<file path="config.mk">
export PLATFORM = sky130hd
export DESIGN_NAME = dac_frame_scheduler
export DESIGN_NICKNAME = d
export VERILOG_FILES = /design/src/rtl/dac_frame_scheduler.sv
export SDC_FILE = /design/constraint.sdc
export NUM_CORES = 1
export LEC_CHECK = 0
export CORE_MARGIN = 2
export CORE_UTILIZATION = 46
export CTS_CLUSTER_DIAMETER = 200
export DETAILED_ROUTE_END_ITERATION = 8
export PLACE_DENSITY = 0.74
export SLEW_MARGIN = 20
export SYNTH_ARGS = -nofsm -noshare
export SYNTH_HDL_FRONTEND = slang
export SYNTH_SLANG_ARGS = --single-unit
</file>
<file path="constraint.sdc">
create_clock -name CLK -period 4.7 [get_ports CLK]
set_input_delay 0.47 -clock CLK [delete_from_list [all_inputs] [get_ports CLK]]
set_output_delay 0.47 -clock CLK [all_outputs]
set_load 0.05 [all_outputs]
</file>
<file path="src/rtl/dac_frame_scheduler.sv">
// Dual-channel MCP4922 frame sequencer: tick generator, sample fetch, two SPI words, LDAC pulse.
// Optional DAC_SHUTDOWN_EN: disabled channels get a shutdown word instead of being skipped.
`timescale 1ns/1ps

module dac_frame_scheduler #(
  parameter int unsigned LDAC_CYCLES = 2,
  parameter int unsigned PERIOD_MIN  = 64
) (
  input  logic        CLK,
  input  logic        RESETN,
  input  logic        enable,
  input  logic [31:0] period,
  input  logic [1:0]  chan_en,
  output logic        sample_req,
  input  logic        sample_valid,
  input  logic [11:0] sample_a,
  input  logic [11:0] sample_b,
  output logic [15:0] spi_word,
  output logic        spi_start,
  input  logic        spi_busy,
  input  logic        spi_done,
  output logic        ldac_n,
  output logic        busy,
  output logic        overrun,
  input  logic        clear_overrun,
  output logic [15:0] frame_count
);

  typedef enum logic [2:0] {
    IDLE, FETCH, SEND_A, WAIT_A, SEND_B, WAIT_B, LATCH
  } state_e;

  localparam logic [31:0] PERIOD_FLOOR = 32'(PERIOD_MIN);
  localparam logic [7:0]  LDAC_LAST    = 8'(LDAC_CYCLES - 1);

  state_e      state_q, state_d;
  logic [31:0] cnt_q, cnt_d;
  logic [31:0] period_eff, period_last;
  logic        tick;
  logic [1:0]  chan_q, chan_d;
  logic [11:0] sa_q, sa_d;
  logic [11:0] sb_q, sb_d;
  logic [15:0] word_q, word_d;
  logic [15:0] word_a, word_b;
  logic        start_q, start_d;
  logic        ldac_n_q, ldac_n_d;
  logic        overrun_q, overrun_d;
  logic [7:0]  lcnt_q, lcnt_d;
  logic [15:0] frame_count_q, frame_count_d;

  // A period shrinking below the current count fires on the next cycle via >=.
  always_comb begin
    period_eff  = (period < PERIOD_FLOOR) ? PERIOD_FLOOR : period;
    period_last = period_eff - 32'd1;
    tick        = enable && (cnt_q >= period_last);
    cnt_d       = (!enable || tick) ? 32'd0 : cnt_q + 32'd1;
  end

`ifdef DAC_SHUTDOWN_EN
  assign word_a = chan_q[0] ? {4'b0011, sa_q} : 16'h2000;
  assign word_b = chan_q[1] ? {4'b1011, sb_q} : 16'hA000;
`else
  assign word_a = {4'b0011, sa_q};
  assign word_b = {4'b1011, sb_q};
`endif

  always_comb begin
    // NOTE: every signal gets a default before the case so no path leaves it unassigned (no latches).
    state_d       = state_q;
    chan_d        = chan_q;
    sa_d          = sa_q;
    sb_d          = sb_q;
    word_d        = word_q;
    start_d       = 1'b0;
    lcnt_d        = 8'd0;
    frame_count_d = frame_count_q;

    overrun_d = overrun_q;
    if (clear_overrun)              overrun_d = 1'b0;
    if (tick && (state_q != IDLE))  overrun_d = 1'b1;

    case (state_q)
      IDLE: begin
        if (tick && (chan_en != 2'b00)) begin
          chan_d  = chan_en;
          state_d = FETCH;
        end
      end
      FETCH: begin
        if (sample_valid) begin
          sa_d = sample_a;
          sb_d = sample_b;
`ifdef DAC_SHUTDOWN_EN
          state_d = SEND_A;
`else
          state_d = chan_q[0] ? SEND_A : SEND_B;
`endif
        end
      end
      SEND_A: begin
        if (!spi_busy) begin
          word_d  = word_a;
          start_d = 1'b1;
          state_d = WAIT_A;
        end
      end
      WAIT_A: begin
        if (spi_done) begin
`ifdef DAC_SHUTDOWN_EN
          state_d = SEND_B;
`else
          state_d = chan_q[1] ? SEND_B : LATCH;
`endif
        end
      end
      SEND_B: begin
        if (!spi_busy) begin
          word_d  = word_b;
          start_d = 1'b1;
          state_d = WAIT_B;
        end
      end
      WAIT_B: begin
        if (spi_done) state_d = LATCH;
      end
      LATCH: begin
        if (lcnt_q == LDAC_LAST) begin
          frame_count_d = frame_count_q + 16'd1;
          state_d       = IDLE;
        end else begin
          lcnt_d = lcnt_q + 8'd1;
        end
      end
      default: state_d = IDLE;
    endcase

    // Registered from next state so ldac_n is low exactly while the FSM sits in LATCH.
    ldac_n_d = (state_d != LATCH);
  end

  // NOTE: state registers use non-blocking assignments so every flop samples pre-edge values.
  always_ff @(posedge CLK or negedge RESETN) begin
    if (!RESETN) begin
      // NOTE: all holding registers (samples, channel mask) are reset too; they are flops, not RAM.
      state_q       <= IDLE;
      cnt_q         <= 32'd0;
      chan_q        <= 2'b00;
      sa_q          <= 12'd0;
      sb_q          <= 12'd0;
      word_q        <= 16'd0;
      start_q       <= 1'b0;
      ldac_n_q      <= 1'b1;
      overrun_q     <= 1'b0;
      lcnt_q        <= 8'd0;
      frame_count_q <= 16'd0;
    end else begin
      state_q       <= state_d;
      cnt_q         <= cnt_d;
      chan_q        <= chan_d;
      sa_q          <= sa_d;
      sb_q          <= sb_d;
      word_q        <= word_d;
      start_q       <= start_d;
      ldac_n_q      <= ldac_n_d;
      overrun_q     <= overrun_d;
      lcnt_q        <= lcnt_d;
      frame_count_q <= frame_count_d;
    end
  end

  assign sample_req  = (state_q == FETCH);
  assign busy        = (state_q != IDLE);
  assign spi_word    = word_q;
  assign spi_start   = start_q;
  assign ldac_n      = ldac_n_q;
  assign overrun     = overrun_q;
  assign frame_count = frame_count_q;

endmodule

</file>
; Word-level counts from Yosys, hierarchy flattened
; Cells that the tools add are included.
[totals]
ff_bits = 104
in_bits = 65
wordCells = 63
[op_classes]
n_addsub = 4
order_cmp = 2
n_eq_ne = 10
n_mux = 21
n_reduce_logical = 15
[ops]
columns = operator, count
row1 = 2-to-1 mux 32 bit, 2
row2 = adder 32 x 1 -> 32 bit (second input constant), 1
row3 = greater-or-equal comparator 32 bit, 1
row4 = < comparator 32 x 7 -> 1 bit (second input constant), 1
row5 = 2-to-1 mux 16 bit, 2
row6 = case mux 16 bit (2 select lines), 1
row7 = subtractor 32 x 1 -> 32 bit (second input constant), 1
row8 = 2-to-1 mux 3 bit, 8
row9 = case mux 3 bit (7 select lines), 1
row10 = adder 16 x 1 -> 16 bit (second input constant), 1
row11 = 2-to-1 mux 8 bit, 2
row12 = equality test 3 bit (second input constant), 3
row13 = adder 8 x 1 -> 8 bit (second input constant), 1
row14 = equality test 8 x 1 -> 1 bit (second input constant), 1
row15 = equality test 3 x 2 -> 1 bit (second input constant), 2
row16 = AND reduction 2 bit, 3
row17 = nonzero test 2 bit, 3
row18 = 2-to-1 mux 1 bit, 4
row19 = inequality test 2 bit (second input constant), 2
row20 = equality test 3 x 1 -> 1 bit (second input constant), 1
row21 = logical AND 1 bit, 3
row22 = logical NOT 3 bit, 1
row23 = inequality test 3 bit (second input constant), 1
row24 = AND reduction 3 bit, 1
row25 = other kinds (5), 5

; Logic depth before layout (Yosys ltp)
; Gate-level depths: netlist of run 1.
[logic_depth]
depth_word = 9
depth_mapped = 20
ltp_nobuf = 17

; Worst setup path after synthesis of run 1
; OpenSTA, ideal clock, no wires.
[synth_path]
kind = input port to flip-flop
from = input port period[10]
to = register cnt_q[7]
setup_time_ns = 0.072
t_arrival_ns = 4.830
setup_slack_ns = -0.202
stages = 20
path_buffers = 3
path_cell_list = or4_4 -> nand4bb_4 -> or3_1 -> buf_6 -> nand2_1 -> ha_1 -> nand2_1 -> or3_1 -> nor2_1 -> nand3_1 -> a21boi_0 -> ha_1 -> a41oi_1 -> o21ai_0 -> a221o_1 -> a211o_1 -> or3b_1 -> clkbuf_1 -> buf_2 -> nor2_1
[synth_between]
elab_chain_len = 7
[synth_rtl]
columns = element, line
row1 = from (decl), 12  ; input logic [31:0] period,
row2 = < comparator 32 x 7 -> 1 bit, 53  ; period_eff = (period < PERIOD_FLOOR) ? PERIOD_FLOOR : period;
row3 = 2-to-1 mux 32 bit (*), 53
row4 = subtractor 32 x 1 -> 32 bit (*), 54  ; period_last = period_eff - 32'd1;
row5 = greater-or-equal comparator 32 bit (*), 55  ; tick = enable && (cnt_q >= period_last);
row6 = logical AND 1 bit (*), 55
row7 = logical OR 1 bit (*), 56  ; cnt_d = (!enable || tick) ? 32'd0 : cnt_q + 32'd1;
row8 = 2-to-1 mux 32 bit (*), 56
row9 = net cnt_d[7], 37  ; logic [31:0] cnt_q, cnt_d;
row10 = to (signal assigned), 158  ; cnt_q <= cnt_d;
row11 = to (decl), 37
; Mark *: on every way through the listed nets, which the timed path passes. The rest lies on a longest branch.
; A chain may end at the register's enable or synchronous reset.

; Worst setup path in the final report of run 1
[layout_path]
from = input port period[22]
to = register cnt_q[18]
; Same word-level chain as after synthesis.

==> run metrics, run 1 <==
largest net degree at the start of global routing=63; max frequency=215.9 MHz; initial antenna violation count=0; final core utilization=between 60% and 70%; Post-Synth XOR/XNOR Area=~12%; VDD IR max=321.6 µV; Final WS setup=68.92 ps; count of cell types in the netlist=55; adder-cell area share of the yosys netlist=7.869%; final setup fails=0; largest family of logic cells by synthesized area=simple AND/OR/NAND/NOR gates; Fillers=982; number of flops mapped to enable cells by yosys=0; placed insts=897; core area=0.01257 mm²; Period minus WS final=4631 ps; grt ovf=0; Multi-input gate area=0.003387 mm²; mux contribution to synthesized area=7.401%; nets=849; met1 GRT Util=27.25%; Layout area overhead=36.81%; Yosys top cell by area=dfrtp_1; GR Layer Usage met2=36.61%; cell chosen for the clock root=clkbuf_16; most frequent cell after synthesis=dfrtp_1; crit end category=flop; Initial Utilization=46.81%; Post-synth top cells=dfrtp_1 (101), nor2_1 (76), xnor2_1 (49); number of global-route vias before repair=approximately 5000; DRC=0; CTS tree=done; DIE WIDTH=117.1 µm; post-detailed-route count of antenna-violating nets=0; sequential-to-total area share from yosys stat=between 40% and 50%; Relative slew margins=~27%; Slowest cell on crit path=or4_4; Port Buffers=100; most used flip-flop cell after synthesis=dfrtp_1; Max Fanout on Critical Path=6; CTS Hold Bufs=0; routed vias=roughly 4900; full die area=0.01371 mm²; Num CTS Buffers=9; post-DR vias/cell=5.258; drt pass-1 iters=4; total of max-cap violations=0; Die Ht=117.1 µm; post-synthesis net count=694; Critical Path RT=4940 ps; Slew Viols, Final=0; grt peak-use layer=met2; Clk pin slew, worst setup/hold paths=80 ps; row cnt=41; Mean Syn Cell Area=9.938 µm²; status=finished, final reports clean; Critical Path Max Stage Delay=550 ps; Inserted Diodes=0; clock latency on the worst-skew pair=350 ps; share of cells above drive strength 1=21.41%; synthesized cell area=0.005883 mm²; yosys synthesis warning count=0; DP Worst Slack=-630.7 ps; Hold Fails Final Rpt=0; DRT iter0 DRCs=236; hold_ws=180.7 ps; drt wl/cell=around 16 µm; gpl congestion=~0.85; static leakage=0.003429 µW; Hold WC Path Type=input port to asynchronous set/reset pin; fraction of synthesized cell area taken by the top area cell type=42.96%; HPWL Detailed=10300 µm; WP data arrival=4870 ps; first-pass GRT wire length=23490 µm; clock buffer depth=2; # H-tree levels=3; Cell Count, Final, Fillers Out=924; routing usage on met3=5.767%; skew final=12.87 ps; area fraction in compound gates after synthesis=5.232%; Mapped Cells=592; flops & latches, synth=102; asr flop ratio synth=100.0%; Storage cell area=0.002554 mm²; simple-gate share of the synthesized area=21.99%; top cells by area, synth=dfrtp_1 (43%), ha_1 (7.9%), xnor2_1 (7.3%); Global Route Usage Sum=21.62%; CTS sink count=roughly 100; PD cells=around 370 mW/mm²; CP Class=input port to flop; I/O Pins=102; CP Cell Sequence=clkdlybuf4s50_1 -> or4_4 -> or3_4 -> nand2_4 -> ha_4 -> nand2_4 -> or3_4 -> nor4_4 -> xnor2_1 -> ha_1 -> nand4_1 -> nor3_2 -> or4b_4 -> a31oi_4 -> or3b_4 -> clkbuf_16 -> nor2_1; worst-margin pin slew=1098 ps; Final period util=98.53%; wirelength, routed=14410 µm; critical path launch point type=input port
==> state kept, by name (all words and copies together) (netlist names) <==
register and count:
ldac_n 1, overrun 1, cnt_q 32, state_q 3, frame_count 16, spi_word 14
lcnt_q 8, sa_q 12, chan_q 2, sb_q 12, spi_start 1
==> cells by family (layout without fill, tap and decap cells) <==
| family | count (synthesis) | count (layout) |
|---|---|---|
| AOI/OAI and AO/OA | 52 | 52 |
| muxes | 40 | 40 |
| and+or+nand+nor | 250 | 250 |
| adders and majority gates | 37 | 37 |
| DFF | 102 | 102 |
| other | 1 | 1 |
| buffers and inverters | 32 | 192 |
| xor gates and xnor gates | 78 | 78 |
==> metal layers <==
layer	vias to the layer above	part of all wire (%)	wire (µm)
met5	-	0	0
met4	0	1.7	238
met3	20	6.0	868
met2	129	48	6932
met1	2341	44	6366
li1	2368	-	-
==> path summary, 6_finish.rpt <==
kind,from,to,slack [ps],cells past startpoint
hold reg to reg,frame_count[15]$_DFFE_PN0P_,frame_count[15]$_DFFE_PN0P_,480,1
min in group CLK,frame_count[15]$_DFFE_PN0P_,frame_count[15]$_DFFE_PN0P_,480,1
max in group asynchronous,RESETN,cnt_q[13]$_DFF_PN0_,3460,2
setup reg to reg,cnt_q[0]$_DFF_PN0_,cnt_q[10]$_DFF_PN0_,2050,9
hold / removal,RESETN,sb_q[9]$_DFFE_PN0P_,180,1
setup / recovery,period[22],cnt_q[18]$_DFF_PN0_,70,17
==> cell usage in the layout (no fill, tap or decap), types with 5 or more instances in the layout <==
| cell type | n |
|---|---|
| a21oi_1 | 12 |
| and3_1 | 13 |
| buf_4 | 59 |
| clkbuf_16 | 10 |
| clkdlybuf4s50_1 | 87 |
| dfrtp_1 | 101 |
| dlygate4sd2_1 | 10 |
| ha_1 | 36 |
| inv_1 | 13 |
| mux2_2 | 28 |
| mux2i_1 | 12 |
| nand2_1 | 45 |
| nand2b_1 | 5 |
| nand3_1 | 27 |
| nand4_1 | 18 |
| nor2_1 | 67 |
| nor2_2 | 9 |
| nor3_1 | 9 |
| nor3_2 | 9 |
| o21ai_0 | 20 |
| or3_1 | 5 |
| xnor2_1 | 49 |
| xor2_1 | 29 |
==> report_power, final <==
part	internal, µW	total, µW	switching, µW
combinational	440	1020	575
clock	381	745	365
sequential	1060	1200	131
total	1890	2960	1070
==> worst max-delay path: cells and delay by family <==
family,cells,cell delay (ps)
compound gates,1,210
xor+xnor,1,130
fa+ha+maj,2,420
buf+inv,2,650
simple gates,11,2990
==> cell type report <==
class,instances,area share [%]
well taps,172,2.674
clock buffers,9,2.798
inverters,13,0.6062
flip-flops and latches,102,31.73
clock inverters,7,1.010
repair buffers,163,19.10
multi-input cells,458,42.08
==> per-stage QoR <==
stage                     total power (µW)  setup TNS [ps]  instance area, µm²
after floorplan                       1849               0                5932
after global placement                2182          -16080                7451
after detailed placement              2216          -20520                7451
after CTS                             2980               0                7925
after global routing                  3128          -416.5                8049
final                                 2957               0                8049
==> what timing repair did <==
action,CTS,global route
buffers inserted,5,3
resized for setup,33,17
setup endpoints to repair,35,35
cloned,2,1
pin swaps,11,15
endpoints found under the hold margin,0,0
Power figures use the tool's default switching activity.
==> run 2, diff against run 1 <==
- REMOVE_ABC_BUFFERS: default -> 1
==> run 2 against run 1 <==
Compared with the run above:
- largest cell class unchanged
- worst setup slack improved by 35 ps
- first-iteration DRC count grew 30%
- sequential share of layout area shrank 0.73 points
- cell count up 0.22%
- non-clock buffer count up 2
- die area unchanged
- global-route usage grew 1.0 points
- count of clock-buffer cells in the layout is 1 higher
==> run metrics, run 2 (synthesized netlist as in run 1, its figures left out) <==
core area=0.01257 mm² (unchanged); crit end category=flop (unchanged); # H-tree levels=3 (unchanged); Hold Fails Final Rpt=0 (unchanged); VDD IR max=319.6 µV (was 321.6 µV); Sw Ratio=35.08% (was 36.23%); static leakage=0.003476 µW (was 0.003429 µW); row cnt=41 (unchanged); CTS tree=done (unchanged); clock buffer depth=2 (unchanged); met1 GRT Util=27.84% (was 27.25%); logic gate share of total power=34.5% (was 34.3%); max frequency=217.6 MHz (was 215.9 MHz); HPWL Detailed=10520 µm (was 10300 µm); Period minus WS final=4596 ps (was 4631 ps); grt ovf=0 (unchanged); routing usage on met3=7.724% (was 5.767%); sequential share of power=39.9% (was 40.5%); Layout area overhead=40.03% (was 36.81%); post-route cell area=0.008238 mm² (was 0.008049 mm²); drt wl/cell=16.21 µm (was 15.59 µm); DIE WIDTH=117.1 µm (unchanged); initial antenna violation count=0 (unchanged); placed instance area=0.007398 mm² (was 0.007451 mm²); commonest non-fill, non-tap cells in the layout=dfrtp_1 (101), clkdlybuf4s50_1 (84), buf_4 (58) (was dfrtp_1 (101), clkdlybuf4s50_1 (87), nor2_1 (67)); gpl congestion=0.8426 (was 0.8463); max reg flops=32 (unchanged); Hold WC Path Type=input port to asynchronous set/reset pin (unchanged); share of cells above drive strength 1=24.67% (was 21.41%); Final period util=97.79% (was 98.53%); final core utilization=65.55% (was 64.04%); I/O Pins=102 (unchanged); CTS sink count=102 (unchanged); Slew Viols, Final=0 (unchanged); PD cells=363.1 mW/mm² (was 367.4 mW/mm²); wirelength, routed=15010 µm (was 14410 µm); post-detailed-route count of antenna-violating nets=0 (unchanged); drt pass-1 iters=5 (was 4); DRC=0 (unchanged); Int Power=1942 µW (was 1886 µW); worst-margin pin slew=1095 ps (was 1098 ps); Max Fanout on Critical Path=5 (was 6); cell chosen for the clock root=clkbuf_16 (unchanged); Inserted Diodes=0 (unchanged); Relative slew margins=27.02% (was 26.80%); post-DR vias/cell=5.343 (was 5.258); CTS Hold Bufs=0 (unchanged); hold_ws=159.3 ps (was 180.7 ps); full die area=0.01371 mm² (unchanged); Initial Utilization=46.81% (unchanged); nets=851 (was 849); DP Worst Slack=-787.2 ps (was -630.7 ps); Clk pwr share=25.6% (was 25.2%); largest net degree at the start of global routing=61 (was 63); NetSw=1049 µW (was 1071 µW); Final WS setup=103.7 ps (was 68.92 ps); Port Buffers=100 (unchanged); CP Class=input port to flop (unchanged); GR Layer Usage met2=38.19% (was 36.61%); grt peak-use layer=met2 (unchanged); number of global-route vias before repair=5024 (was 5044); Die Ht=117.1 µm (unchanged); skew final=7.747 ps (was 12.87 ps); final setup fails=0 (unchanged); Top reg by flops=cnt_q (unchanged); Num CTS Buffers=9 (unchanged); Fillers=973 (was 982); Critical Path RT=4990 ps (was 4940 ps); routed vias=4948 (was 4858); critical path launch point type=input port (unchanged); clock latency on the worst-skew pair=350 ps (about the same); first-pass GRT wire length=24030 µm (was 23490 µm); WP data arrival=4880 ps (was 4870 ps); Clk pin slew, worst setup/hold paths=70 ps (was 80 ps); DRT iter0 DRCs=306 (was 236); Global Route Usage Sum=22.62% (was 21.62%); commonest non-fill, non-tap cell in the layout=dfrtp_1 (unchanged); Tot Pwr=2991 µW (was 2957 µW); total of max-cap violations=0 (unchanged); status=finished, final reports clean (unchanged)
==> run 2: cell types whose count changed in the layout (fill, tap and decap cells not counted), sizes merged, moves of 2 or more <==
| cell | change |
|---|---|
| dlymetal6s2s | +4 |
| clkdlybuf4s15 | +2 |
| clkdlybuf4s50 | -3 |
| inv | -3 |
| dlygate4sd2 | -8 |
| clkbuf | +6 |
==> run 2: worst paths after layout <==
check	slack, ps	cells past startpoint	to	startpoint
setup / recovery	100	19	cnt_q[3]$_DFF_PN0_	period[7]
hold / removal	160	1	cnt_q[17]$_DFF_PN0_	RESETN
setup reg to reg	1950	9	cnt_q[3]$_DFF_PN0_	cnt_q[0]$_DFF_PN0_
hold reg to reg	480	1	frame_count[15]$_DFFE_PN0P_	frame_count[15]$_DFFE_PN0P_
max in group asynchronous	3490	2	lcnt_q[6]$_DFF_PN0_	RESETN
min in group CLK	480	1	frame_count[15]$_DFFE_PN0P_	frame_count[15]$_DFFE_PN0P_
==> run 2: power by group through the flow <==
stage                     Sequential [µW]  Clock (µW)  Combinational (µW)
after floorplan                      1400           0                 431
after global placement               1200           0                 975
after detailed placement             1210           0                1000
after CTS                            1200         780                1030
after global routing                 1220         815                1120
final                                1190         766                1030
==> run 2: critical path: stages <==
cell and delay [ps]:
dlygate4sd2_1 240, or4_4 430, nand4bb_4 260, or3_4 430, nand2_4 100, ha_4 150
nand2_4 60, or3_4 400, nor3_4 190, nand3_2 120, xor2_2 180, ha_1 280
nand4_1 100, nor2_1 60, a221o_1 350, a211o_1 260, or3b_4 410, bufbuf_16 290
nor2_2 110
==> run 2: metrics by stage <==
step           std cells  TNS (ps)
6_report             926         0
4_1_cts              922         0
2_1_floorplan        573    -11450
3_5_place_dp         897    -24670
3_3_place_gp         897    -18480
5_1_grt              926    -688.6
==> run 2: timing repair <==
action	in CTS	in global routing
pin swaps	16	25
setup endpoints to repair	36	35
setup buffers	6	3
resized for setup	56	62
gates cloned	3	1
==> run 2: metal layers <==
| metal | up-vias | wire [µm] | share of wire (%) |
|---|---|---|---|
| met3 | 25 | 1172 | 7.8 |
| met4 | 0 | 306 | 2.0 |
| met2 | 147 | 7158 | 48 |
| met1 | 2396 | 6377 | 42 |
| met5 | - | 0 | 0 |
| li1 | 2380 | - | - |
==> run 2: cell type report <==
type	count	area, µm²	area share (%)
well taps	172	215.2	2.612
repair buffers	165	1589	19.29
clock buffers	10	239.0	2.901
flip-flops and latches	102	2554	31.00
clock inverters	6	68.82	0.8354
inverters	13	48.80	0.5923
multi-input cells	458	3523	42.77
